==> src/rtl/bitmap_dump_if.sv <==
// Pixel stream from the bitmap readback engine: valid/ready with a last-beat marker.
// The master drives data, valid and last. The slave drives ready.
interface bitmap_dump_if #(
    parameter int DATA_WIDTH = 3
);
    logic [DATA_WIDTH-1:0] px_data;
    logic                  px_valid;
    logic                  px_ready;
    logic                  px_last;

    modport master (output px_data, px_valid, px_last, input  px_ready);
    modport slave  (input  px_data, px_valid, px_last, output px_ready);
endinterface

==> src/rtl/bitmap_dump.sv <==
// Video RAM readback: linear scan 0..LAST_ADDR streamed out; first beat valid 2 cycles after start, 1 beat/clk.
// Back-pressure via 2-credit read issue into a 2-entry FIFO; DUMP_CSUM_EN appends an XOR checksum beat.
module bitmap_dump #(
    parameter int ADDR_WIDTH = 14,
    parameter int DATA_WIDTH = 3,
    parameter int LAST_ADDR  = 2**ADDR_WIDTH - 1
) (
    input  logic                  clk,
    input  logic                  reset,
    input  logic                  start,
    output logic [ADDR_WIDTH-1:0] ram_addr,
    input  logic [DATA_WIDTH-1:0] ram_dout,
    bitmap_dump_if.master         px,
    output logic                  busy,
    output logic                  done
);

    localparam int CW = ADDR_WIDTH + 1;
    localparam logic [CW-1:0] LAST_CNT = CW'(LAST_ADDR);

`ifdef DUMP_CSUM_EN
    typedef enum logic [2:0] {IDLE, RUN, DRAIN, CSUM, DONE} state_t;
    localparam logic PIX_LAST = 1'b0;
`else
    typedef enum logic [1:0] {IDLE, RUN, DRAIN, DONE} state_t;
    localparam logic PIX_LAST = 1'b1;
`endif

    state_t              state;
    logic [CW-1:0]       cnt;
    logic                inflight;
    logic                inflight_last;
    logic [DATA_WIDTH:0] fifo_mem [2];
    logic                wr_ptr;
    logic                rd_ptr;
    logic [1:0]          fifo_cnt;

    logic                fifo_vld;
    logic                pop;
    logic                issue;
    logic                last_issue;
    logic [2:0]          occ;
    logic [DATA_WIDTH:0] head;

    // Occupancy counts buffered entries plus the read in flight, net of this cycle's pop.
    always_comb begin
        head       = fifo_mem[rd_ptr];
        fifo_vld   = (fifo_cnt != 2'd0);
        pop        = fifo_vld & px.px_ready;
        occ        = {1'b0, fifo_cnt} + {2'b00, inflight} - {2'b00, pop};
        last_issue = (cnt == LAST_CNT);
        issue      = (state == RUN) && (occ < 3'd2);
    end

`ifdef DUMP_CSUM_EN
    logic [DATA_WIDTH-1:0] acc;
    logic                  csum_beat;

    assign csum_beat   = (state == CSUM);
    assign px.px_valid = fifo_vld | csum_beat;
    assign px.px_data  = csum_beat ? acc : (fifo_vld ? head[DATA_WIDTH-1:0] : '0);
    assign px.px_last  = csum_beat | (fifo_vld & head[DATA_WIDTH]);
`else
    assign px.px_valid = fifo_vld;
    assign px.px_data  = fifo_vld ? head[DATA_WIDTH-1:0] : '0;
    assign px.px_last  = fifo_vld & head[DATA_WIDTH];
`endif

    always_ff @(posedge clk or posedge reset) begin
        if (reset) begin
            state         <= IDLE;
            cnt           <= '0;
            ram_addr      <= '0;
            inflight      <= 1'b0;
            inflight_last <= 1'b0;
            fifo_mem[0]   <= '0;
            fifo_mem[1]   <= '0;
            wr_ptr        <= 1'b0;
            rd_ptr        <= 1'b0;
            fifo_cnt      <= 2'd0;
            busy          <= 1'b0;
            done          <= 1'b0;
`ifdef DUMP_CSUM_EN
            acc           <= '0;
`endif
        end else begin
            done <= 1'b0;

            if (issue) begin
                ram_addr      <= cnt[ADDR_WIDTH-1:0];
                cnt           <= cnt + 1'b1;
                inflight_last <= PIX_LAST & last_issue;
            end
            inflight <= issue;

            // RAM data for the previous cycle's read lands in the FIFO.
            if (inflight) begin
                fifo_mem[wr_ptr] <= {inflight_last, ram_dout};
                wr_ptr           <= ~wr_ptr;
            end
            if (pop) begin
                rd_ptr <= ~rd_ptr;
            end
            fifo_cnt <= fifo_cnt + {1'b0, inflight} - {1'b0, pop};

`ifdef DUMP_CSUM_EN
            if (pop) begin
                acc <= acc ^ head[DATA_WIDTH-1:0];
            end
`endif

            case (state)
                IDLE: begin
                    if (start) begin
                        state <= RUN;
                        busy  <= 1'b1;
                        cnt   <= '0;
`ifdef DUMP_CSUM_EN
                        acc   <= '0;
`endif
                    end
                end
                RUN: begin
                    if (issue && last_issue) begin
                        state <= DRAIN;
                    end
                end
                DRAIN: begin
                    if ((fifo_cnt == 2'd0) && !inflight) begin
`ifdef DUMP_CSUM_EN
                        state <= CSUM;
`else
                        state <= DONE;
                        busy  <= 1'b0;
                        done  <= 1'b1;
`endif
                    end
                end
`ifdef DUMP_CSUM_EN
                CSUM: begin
                    if (px.px_ready) begin
                        state <= DONE;
                        busy  <= 1'b0;
                        done  <= 1'b1;
                    end
                end
`endif
                DONE: begin
                    state <= IDLE;
                end
                default: begin
                    state <= IDLE;
                end
            endcase
        end
    end

endmodule

==> src/flat_wrapper.sv <==
// flat-port wrapper written by rule: the top's interface ports become plain ports
module bitmap_dump_flat 
#(
    parameter int ADDR_WIDTH = 14,
    parameter int DATA_WIDTH = 3,
    parameter int LAST_ADDR  = 2**ADDR_WIDTH - 1
)
  (clk, reset, start, ram_addr, ram_dout, busy, done, px_px_data, px_px_valid, px_px_last, px_px_ready);
  bitmap_dump_if #(.DATA_WIDTH(DATA_WIDTH)) px_i ();
  input  logic clk;
  input  logic reset;
  input  logic start;
  output logic [ADDR_WIDTH-1:0] ram_addr;
  input  logic [DATA_WIDTH-1:0] ram_dout;
  output logic busy;
  output logic done;
  output wire logic [$bits(px_i.px_data)-1:0] px_px_data;
  output wire logic [$bits(px_i.px_valid)-1:0] px_px_valid;
  output wire logic [$bits(px_i.px_last)-1:0] px_px_last;
  input wire logic [$bits(px_i.px_ready)-1:0] px_px_ready;
  assign px_px_data = px_i.px_data;
  assign px_px_valid = px_i.px_valid;
  assign px_px_last = px_i.px_last;
  assign px_i.px_ready = px_px_ready;
  bitmap_dump #(.ADDR_WIDTH(ADDR_WIDTH), .DATA_WIDTH(DATA_WIDTH), .LAST_ADDR(LAST_ADDR)) u_core (.clk(clk), .reset(reset), .start(start), .ram_addr(ram_addr), .ram_dout(ram_dout), .px(px_i), .busy(busy), .done(done));
endmodule
==> config.mk <==
export PLATFORM = sky130hd
export DESIGN_NAME = bitmap_dump_flat
export DESIGN_NICKNAME = d
export VERILOG_FILES = /design/src/rtl/bitmap_dump_if.sv /design/src/rtl/bitmap_dump.sv /design/src/flat_wrapper.sv
export SDC_FILE = /design/constraint.sdc
export NUM_CORES = 1
export LEC_CHECK = 0
export CAP_MARGIN = 5
export CELL_PAD_IN_SITES_DETAIL_PLACEMENT = 1
export CELL_PAD_IN_SITES_GLOBAL_PLACEMENT = 1
export CORE_ASPECT_RATIO = 1.75
export CORE_UTILIZATION = 30
export CTS_BUF_LIST = sky130_fd_sc_hd__clkbuf_8 sky130_fd_sc_hd__clkbuf_16
export DETAILED_ROUTE_END_ITERATION = 16
export PLACE_DENSITY_LB_ADDON = 0.1
export SYNTH_ARGS = -nofsm -noshare
export SYNTH_HDL_FRONTEND = slang
export SYNTH_SLANG_ARGS = --single-unit
==> constraint.sdc <==
create_clock -name clk -period 5.65 [get_ports clk]
set_input_delay 0.565 -clock clk [delete_from_list [all_inputs] [get_ports clk]]
set_output_delay 0.565 -clock clk [all_outputs]
set_load 0.01 [all_outputs]
==> results by group, run 1 <==
Cells and area
  • Fillers: 788
  • Final std cells w/o fill: 306
  • Fin area: 0.002821 mm²
  • Area Growth Syn to Fin: 22.89%
  • Diodes inserted: 0
  • Final core utilization: 38.73%
  • Most frequent cells in the layout: dfrtp_1 (47), clkdlybuf4s50_1 (27), nor2_1 (16), nand2_1 (13), mux2_2 (10)
  • Commonest non-fill, non-tap cell in the layout: dfrtp_1
  • Ratio of cells with drive above 1 in the final layout: 16.82%
  • Fin nets: 234

GRT
  • Gr ovfl total: 0
  • First-pass GRT wire length: 8.625 mm
  • Number of global-route vias before repair: 1,713
  • Largest net degree at the start of global routing: 48
  • Initial antenna violation count: 0
  • Met2 usage: 25.06%
  • Met3 Use GR: 3.585%
  • Top Usage Layer GRT: met2
  • Met1 GRT Util: 16.18%
  • GRT Total Usage: 14.59%

Clocking
  • Clk buf depth: 2
  • # resized after CTS: 0
  • Clock Sinks: 47
  • Root Buffer: clkbuf_16
  • CTS clk-pin slew, worst paths: 60 ps
  • CTS H-Tree Depth: 2
  • CTS tree: done
  • CTS Buf Count: 5
  • Clock Latency Late Sink: 290 ps
  • Post-CTS Setup Bufs: 0
  • Hold Buf Count CTS: 0

Power and ir drop
  • Sequential Power Share: 33.8%
  • PwrDens: 508.0 mW/mm²
  • Switching Fraction: 35.94%
  • Leakage: 1.301 nW
  • Worst vdd ir: 0.2670 mV
  • Cell-internal power: 918.1 µW
  • Comb power frac: 42.1%
  • Psw: 515.1 µW
  • Clk pwr share: 24.1%

Min path
  • Worst Hold Class: register to register

Setup path
  • Class of the most critical setup path: register to register
  • Reg-to-Reg Start: u_core.fifo_cnt[1]$_DFF_PP0_
  • Crit start category: register
  • Crit path DAT: 3530 ps
  • Crit path max fanout: 17
  • R2r setup slk: 2290 ps
  • Reg2Reg Depth: 9
  • CP required: 5820 ps
  • Reg-to-Reg End: u_core.ram_addr[1]$_DFFE_PP0P_
  • Crit path to: u_core.ram_addr[1]$_DFFE_PP0P_
  • CP endpoint kind: register
  • Worst setup path startpoint: u_core.fifo_cnt[1]$_DFF_PP0_

Floorplanning
  • Die width: 68.13 µm
  • Rows: 41
  • Effective utilization at floorplan: 31.52%
  • Die area: 0.008021 mm²
  • I/O Pins: 28
  • Die Span Y: 117.7 µm
  • Core area: 0.007284 mm²

Place
  • Placed Cells: 298
  • Detail Placement HPWL: 3.741 mm
  • Area after DPL: 0.002648 mm²
  • Placement-stage worst setup slack: 2175 ps
  • RePlAce Congestion: 0.7507
  • Input/output buffers: 27

Synth
  • Post-synthesis xor/xnor area fraction: 4.469%
  • Async SR Flop Fraction: 100.0%
  • Post-synth top area share: 51.23%
  • Synth Area per Inst: 12.08 µm²
  • Post-synth top area cell: dfrtp_1
  • Post-synthesis cell area: 0.002296 mm²
  • Netlist cell types: 43
  • Post-synthesis sequential area ratio: 51.23%
  • Synth Register Bits: 47
  • Mapped Cells: 190
  • Post-synth EDFFs: 0
  • Largest cells by area after synthesis: dfrtp_1 (51%), mux2_4 (5.2%), mux2_2 (4.9%), ha_1 (3.8%), nor2_1 (2.6%)
  • Adder-cell area share of the yosys netlist: 4.687%
  • Synth Area in Simple Gates: 14.88%
  • Multiplexer share of the synthesized area: 14.77%
  • Syn_nets: 205
  • Synth Area in Compound Gates: 7.520%
  • Largest family of logic cells by synthesized area: simple AND/OR/NAND/NOR gates
  • Synth Flop Type: dfrtp_1
  • Yosys warns: 0

Route
  • Routed wire length: 5.101 mm
  • Drt wl/cell: 16.67 µm
  • Vias/cell: 4.928
  • Via count: 1,508
  • Post-DRT Antenna Nets: 0
  • DRC errors left: 0
  • DR pass1 iterations: 4
  • First DRT Iteration DRCs: 18

STA
  • Worst Tran Pin Value: 998.2 ps
  • Setup TNS: 0 ps
  • Final Critical Period: 3358 ps
  • Fin. Hold Viols: 0
  • Max Clk Rate: 297.8 MHz
  • Skew final: 2.906 ps
  • Final Max Tran Viols: 0
  • RSZ-0062 raised after global routing: false
  • Fin crit share: 59.43%
  • Final worst slack: 2292 ps
  • Slew margin rel.: 33.36%
  • Setup-failing EPs final: 0

Job
  • Max_cap viols: 0

Outcome
  • Status: completed
## synth_stat cells, types with 2 or more instances
library cell	count
o21ai_0	7
mux2_1	5
a31oi_1	3
nand2_1	13
mux2i_1	5
mux2_2	10
inv_1	8
mux2_4	8
and2_1	3
nor2b_1	2
or3_1	5
ha_1	7
nand3_1	2
dfrtp_1	47
a21oi_1	6
clkbuf_1	3
and3_1	4
xnor2_1	5
nand4_1	3
xor2_1	3
a41o_1	3
nor3_1	2
nor2_1	16
## layout make-up
cell class	count	area (µm²)	area share, %
timing repair buffer	27	270.3	9.579
sequential	47	1176	41.69
multi-input combinational	130	1064	37.69
inverter	8	30.03	1.064
tap	86	107.6	3.814
clock inverter	2	35.03	1.242
clock buffer	6	138.9	4.922
## sequential cells by signal, summed over array words and instances, names as in the netlist
signal,flops
u_core.rd_ptr,1
u_core.state,2
u_core.inflight,1
u_core.cnt,15
u_core.fifo_cnt,2
u_core.inflight_last,1
u_core.done,1
u_core.busy,1
u_core.wr_ptr,1
u_core.ram_addr,14
u_core.fifo_mem,8
## critical path, cell delays in order (launching register included)
cell	delay, ps
dfrtp_1	470
nor2_1	440
nor2b_1	140
ha_1	300
inv_1	40
ha_1	190
fa_1	510
nand2b_1	360
nor2_8	410
mux2_2	380
## cells by family after synthesis
family / after synthesis
mux: 28
buf+inv: 13
simple gates: 60
compound gates: 24
flops: 47
xor+xnor: 10
fa+ha+maj: 8
## metal layers
layer  part of all wire (%)  vias up
met1                     40      754
met3                    2.9        8
met4                    2.2        0
li1                       -      719
met5                      0        -
met2                     55       27
## worst min path at each step
stage,slack (ps),to,depth (start not counted),from
floorplan,460,u_core.wr_ptr$_DFFE_PP0P_,1,u_core.wr_ptr$_DFFE_PP0P_
global placement,470,u_core.ram_addr[11]$_DFFE_PP0P_,1,u_core.ram_addr[11]$_DFFE_PP0P_
detailed placement,480,u_core.busy$_DFFE_PP0P_,1,u_core.busy$_DFFE_PP0P_
CTS,490,u_core.wr_ptr$_DFFE_PP0P_,1,u_core.wr_ptr$_DFFE_PP0P_
global route,520,u_core.ram_addr[11]$_DFFE_PP0P_,1,u_core.ram_addr[11]$_DFFE_PP0P_
finish,490,u_core.ram_addr[12]$_DFFE_PP0P_,1,u_core.ram_addr[12]$_DFFE_PP0P_
## metrics by stage
step | hold WS, ps | power [mW]
global route | 525.0 | 1.534
finish | 491.0 | 1.433
floorplan | 461.3 | 0.9456
global placement | 469.5 | 1.081
CTS | 493.0 | 1.462
detailed placement | 479.6 | 1.106
## power groups by stage
stage / clock (mW) / sequential [mW] / combinational (mW)
after floorplan: 0 / 0.475 / 0.471
after global placement: 0 / 0.487 / 0.594
after detailed placement: 0 / 0.492 / 0.615
after CTS: 0.356 / 0.486 / 0.620
after global routing: 0.370 / 0.497 / 0.666
final: 0.345 / 0.484 / 0.604
No activity file was read; power rests on OpenSTA's default activity.
==> run 2: changes to the inputs <==
==> constraint.sdc (replaced) <==
create_clock -name clk -period 3.3 [get_ports clk]
set_input_delay 0.33 -clock clk [delete_from_list [all_inputs] [get_ports clk]]
set_output_delay 0.33 -clock clk [all_outputs]
set_load 0.01 [all_outputs]
==> run 2 against run 1 <==
Against the previous run: register-to-register slack got worse by 1900 ps; total power up 65%; worst hold slack better by 3.3 ps; clock power up 40%; critical path depth stayed put; final cell count rose by 0.65%; sequential cell count is the same; critical path type is now input pin to register.
==> results by group, run 2 (synthesized netlist as in run 1, its figures left out) <==
Outcome
  • Status: completed

Place
  • Input/output buffers: 27
  • RePlAce Congestion: 0.7421
  • Area after DPL: 0.002663 mm²
  • Detail Placement HPWL: 3.756 mm
  • Placed Cells: 300
  • Placement-stage worst setup slack: 42.08 ps

Power and ir drop
  • Clk pwr share: 20.4%
  • Worst vdd ir: 0.4105 mV
  • Psw: 883.3 µW
  • Cell-internal power: 1.484 mW
  • Leakage: 1.300 nW
  • Sequential Power Share: 34.5%
  • Switching Fraction: 37.31%
  • Comb power frac: 45.0%
  • PwrDens: 845.4 mW/mm²

Cells and area
  • Commonest non-fill, non-tap cell in the layout: dfrtp_1
  • Diodes inserted: 0
  • Area Growth Syn to Fin: 21.96%
  • Final core utilization: 38.44%
  • Fin area: 0.002800 mm²
  • Biggest register: u_core.cnt
  • Largest register FFs: 15
  • Final std cells w/o fill: 308
  • Fin nets: 236
  • Biggest registers after layout: u_core.cnt x15, u_core.ram_addr x14, u_core.fifo_mem x8
  • Ratio of cells with drive above 1 in the final layout: 16.67%
  • Most frequent cells in the layout: dfrtp_1 (47), clkdlybuf4s50_1 (27), nor2_1 (16), nand2_1 (13), mux2_2 (10)

STA
  • Final worst slack: 354.3 ps
  • Fin. Hold Viols: 0
  • Setup-failing EPs final: 0
  • RSZ-0062 raised after global routing: false
  • Max Clk Rate: 339.5 MHz
  • Worst Tran Pin Value: 994.4 ps
  • Final Critical Period: 2946 ps
  • Final Max Tran Viols: 0
  • Fin crit share: 89.26%
  • Setup TNS: 0 ps
  • Slew margin rel.: 33.71%
  • Skew final: 5.075 ps

Setup path
  • Crit path max fanout: 17
  • CP endpoint kind: register
  • CP required: 3470 ps
  • Crit start category: input pin
  • Class of the most critical setup path: input pin to register
  • Crit path DAT: 3120 ps

Job
  • Max_cap viols: 0

Clocking
  • CTS tree: done
  • CTS Buf Count: 5
  • CTS clk-pin slew, worst paths: 60 ps
  • Hold Buf Count CTS: 0
  • Root Buffer: clkbuf_16
  • Clock Sinks: 47
  • CTS H-Tree Depth: 2
  • Clk buf depth: 2
  • Post-CTS Setup Bufs: 0
  • Clock Latency Late Sink: 290 ps
  • # resized after CTS: 0

Route
  • DR pass1 iterations: 3
  • Post-DRT Antenna Nets: 0
  • First DRT Iteration DRCs: 32
  • Drt wl/cell: 16.23 µm
  • Routed wire length: 5.000 mm
  • Vias/cell: 4.987
  • Via count: 1,536
  • DRC errors left: 0

GRT
  • Number of global-route vias before repair: 1,703
  • Gr ovfl total: 0
  • GRT Total Usage: 14.67%
  • Initial antenna violation count: 0
  • Largest net degree at the start of global routing: 48
  • First-pass GRT wire length: 8.597 mm

Floorplanning
  • I/O Pins: 28
  • Die Span Y: 117.7 µm
  • Rows: 41
  • Die area: 0.008021 mm²
  • Die width: 68.13 µm
  • Core area: 0.007284 mm²
  • Effective utilization at floorplan: 31.52%

Min path
  • Worst Hold Class: register to register
[run 2: cell count changes in the layout (fill, tap and decap cells not counted), sizes merged]
cell,previous run,this run
buf,0,2
inv,8,10
bufinv,1,0
clkbuf,6,5
[run 2: layout make-up]
type / count / area (µm²)
fillers: 804 / 4484
flip-flops and latches: 47 / 1176
multi-input cells: 130 / 1064
repair buffers: 29 / 285.3
clock buffers: 5 / 125.1
well taps: 86 / 107.6
inverters: 8 / 30.03
clock inverters: 3 / 12.51
[run 2: metal layers]
| metal | GRT usage [%] | routed length [µm] |
|---|---|---|
| met2 | 25.49 | 2780 |
| met1 | 16.19 | 1965 |
| met4 | 6.641 | 108 |
| met3 | 3.101 | 146 |
| met5 | 0 | 0 |
[run 2: worst max-delay path: stages]
cell and delay, ps:
clkdlybuf4s50_1 470, nor2b_1 200, ha_1 260, inv_1 60
ha_1 170, fa_1 480, nand2b_1 360, nor2_8 400
mux2_2 380
[run 2: path summary, 6_finish.rpt]
path                       slack, ps                            start                               to  cells after the start
setup / recovery                 350                      px_px_ready   u_core.ram_addr[2]$_DFFE_PP0P_                      9
hold / removal                   490  u_core.ram_addr[11]$_DFFE_PP0P_  u_core.ram_addr[11]$_DFFE_PP0P_                      1
setup reg to reg                 400     u_core.fifo_cnt[0]$_DFF_PP0_   u_core.ram_addr[2]$_DFFE_PP0P_                      9
hold reg to reg                  490  u_core.ram_addr[11]$_DFFE_PP0P_  u_core.ram_addr[11]$_DFFE_PP0P_                      1
max in group asynchronous       2090                            reset          u_core.cnt[6]$_DFF_PP0_                      2
min in group asynchronous        580                            reset   u_core.ram_addr[7]$_DFFE_PP0P_                      2
[run 2: per-stage QoR]
step,power [mW],hold WS [ps]
after global routing,2.548,525.3
final,2.367,494.3
after CTS,2.429,497.0
after detailed placement,1.924,479.9
after global placement,1.872,469.2
after floorplan,1.619,461.3
[run 2: power by group through the flow]
stage | Combinational, mW | Sequential, mW | Clock (mW)
after detailed placement | 1.09 | 0.833 | 0
after global routing | 1.19 | 0.838 | 0.522
after global placement | 1.05 | 0.823 | 0
final | 1.07 | 0.817 | 0.484
after CTS | 1.10 | 0.821 | 0.507
after floorplan | 0.806 | 0.813 | 0
==> run 3: changes to the inputs <==
--- a/config.mk
+++ b/config.mk
@@ -12,6 +12,7 @@
 export CORE_UTILIZATION = 30
 export CTS_BUF_LIST = sky130_fd_sc_hd__clkbuf_8 sky130_fd_sc_hd__clkbuf_16
 export DETAILED_ROUTE_END_ITERATION = 16
+export MAX_ROUTING_LAYER = met4
 export PLACE_DENSITY_LB_ADDON = 0.1
 export SYNTH_ARGS = -nofsm -noshare
 export SYNTH_HDL_FRONTEND = slang
==> run 3 against run 2 <==
Against the previous run: sequential power hardly changed; core utilization did not move; fmax decreased by 0.15%; global-route usage increased by 0.42 points; worst hold slack got worse by 0.96 ps; critical path depth unchanged; sequential cell count unchanged; combinational power hardly changed; non-clock buffer count stayed put; critical path type unchanged; largest cell class unchanged.
==> results by group, run 3 (synthesized netlist as in run 1, its figures left out) <==
Route
  • Drt wl/cell: 16.25 µm
  • DRC errors left: 0
  • Vias/cell: 4.984
  • Routed wire length: 5.006 mm
  • DR pass1 iterations: 3
  • Post-DRT Antenna Nets: 0
  • Via count: 1,535
  • First DRT Iteration DRCs: 31

Min path
  • Worst Hold Class: register to register

Cells and area
  • Fin nets: 236
  • Biggest register: u_core.cnt
  • Biggest registers after layout: u_core.cnt x15, u_core.ram_addr x14, u_core.fifo_mem x8
  • Area Growth Syn to Fin: 21.96%
  • Final std cells w/o fill: 308
  • Ratio of cells with drive above 1 in the final layout: 16.67%
  • Most frequent cells in the layout: dfrtp_1 (47), clkdlybuf4s50_1 (27), nor2_1 (16), nand2_1 (13), mux2_2 (10)
  • Fin area: 0.002800 mm²
  • Commonest non-fill, non-tap cell in the layout: dfrtp_1
  • Largest register FFs: 15
  • Final core utilization: 38.44%
  • Diodes inserted: 0

STA
  • RSZ-0062 raised after global routing: false
  • Final Max Tran Viols: 0
  • Fin. Hold Viols: 0
  • Slew margin rel.: 33.69%
  • Max Clk Rate: 339.0 MHz
  • Fin crit share: 89.40%
  • Skew final: 6.443 ps
  • Setup TNS: 0 ps
  • Final worst slack: 349.9 ps
  • Setup-failing EPs final: 0
  • Final Critical Period: 2950 ps
  • Worst Tran Pin Value: 994.6 ps

Clocking
  • Post-CTS Setup Bufs: 0
  • Root Buffer: clkbuf_16
  • CTS H-Tree Depth: 2
  • Clock Latency Late Sink: 290 ps
  • Clk buf depth: 2
  • Clock Sinks: 47
  • CTS tree: done
  • Hold Buf Count CTS: 0
  • CTS Buf Count: 5
  • CTS clk-pin slew, worst paths: 60 ps
  • # resized after CTS: 0

Floorplanning
  • Die area: 0.008021 mm²
  • Core area: 0.007284 mm²
  • Die Span Y: 117.7 µm
  • I/O Pins: 28
  • Rows: 41
  • Effective utilization at floorplan: 31.52%
  • Die width: 68.13 µm

Place
  • Input/output buffers: 27
  • Detail Placement HPWL: 3.756 mm
  • Placement-stage worst setup slack: 42.08 ps
  • RePlAce Congestion: 0.7513
  • Area after DPL: 0.002663 mm²
  • Placed Cells: 300

Outcome
  • Status: completed

Setup path
  • Crit path DAT: 3120 ps
  • CP required: 3470 ps
  • Crit path cell chain: clkdlybuf4s50_1, nor2b_1, ha_1, inv_1, ha_1, fa_1, nand2b_1, nor2_8, mux2_2
  • Crit-path max cell delay: 480 ps
  • CP endpoint kind: register
  • Crit path max fanout: 17
  • Crit start category: input pin
  • Class of the most critical setup path: input pin to register
  • CP dominant cell by count: ha_1
  • Worst path slowest cell: fa_1

GRT
  • Gr ovfl total: 0
  • GRT Total Usage: 15.09%
  • Number of global-route vias before repair: 1,699
  • Largest net degree at the start of global routing: 48
  • Initial antenna violation count: 0
  • First-pass GRT wire length: 8.597 mm

Power and ir drop
  • Leakage: 1.300 nW
  • Worst vdd ir: 0.4104 mV
  • PwrDens: 845.9 mW/mm²

Job
  • Max_cap viols: 0
[run 3: cell counts in the layout (fill, tap and decap cells not counted)]
Identical to the previous run, type by type.
[run 3: final timing paths]
| check | from | end | slack, ps | cells after the start |
|---|---|---|---|---|
| max | px_px_ready | u_core.ram_addr[2]$_DFFE_PP0P_ | 350 | 9 |
| min | u_core.ram_addr[11]$_DFFE_PP0P_ | u_core.ram_addr[11]$_DFFE_PP0P_ | 490 | 1 |
| max reg2reg | u_core.fifo_cnt[0]$_DFF_PP0_ | u_core.ram_addr[2]$_DFFE_PP0P_ | 390 | 9 |
| min reg2reg | u_core.ram_addr[11]$_DFFE_PP0P_ | u_core.ram_addr[11]$_DFFE_PP0P_ | 490 | 1 |
| max in group asynchronous | reset | u_core.cnt[6]$_DFF_PP0_ | 2090 | 2 |
| min in group asynchronous | reset | u_core.ram_addr[7]$_DFFE_PP0P_ | 580 | 2 |
[run 3: cell type report]
| class | count | area (µm²) |
|---|---|---|
| Tap cell | 86 | 107.6 |
| Timing Repair Buffer | 29 | 285.3 |
| Fill cell | 804 | 4484 |
| Clock buffer | 5 | 125.1 |
| Sequential cell | 47 | 1176 |
| Multi-Input combinational cell | 130 | 1064 |
| Clock inverter | 3 | 12.51 |
| Inverter | 8 | 30.03 |
[run 3: power breakdown]
| group | internal (mW) | total, mW | switching, mW |
|---|---|---|---|
| combinational | 0.498 | 1.07 | 0.569 |
| sequential | 0.712 | 0.817 | 0.105 |
| clock | 0.274 | 0.485 | 0.211 |
[run 3: through the flow]
stage               hold WS [ps]  total power [mW]
global placement           469.2             1.872
global route               525.7             2.548
floorplan                  461.3             1.619
finish                     493.3             2.369
detailed placement         479.9             1.924
CTS                        497.0             2.429
[run 3: worst max-delay path, delay by kind of cell]
| kind | cells | cell delay [ps] |
|---|---|---|
| buffers and inverters | 2 | 530 |
| adder cells (fa/ha/maj) | 3 | 920 |
| multiplexers | 1 | 380 |
| AND/OR/NAND/NOR | 3 | 960 |
[run 3: routing by layer]
metal  GRT usage (%)  vias to the layer above  part of all wire [%]  wire [µm]
met3           2.907                        7                   2.7        134
met5               -                        -                     0          0
met2           25.55                       24                    56       2790
met4           6.641                        0                   2.2        108
li1                -                      725                     -          -
met1           16.32                      779                    39       1973
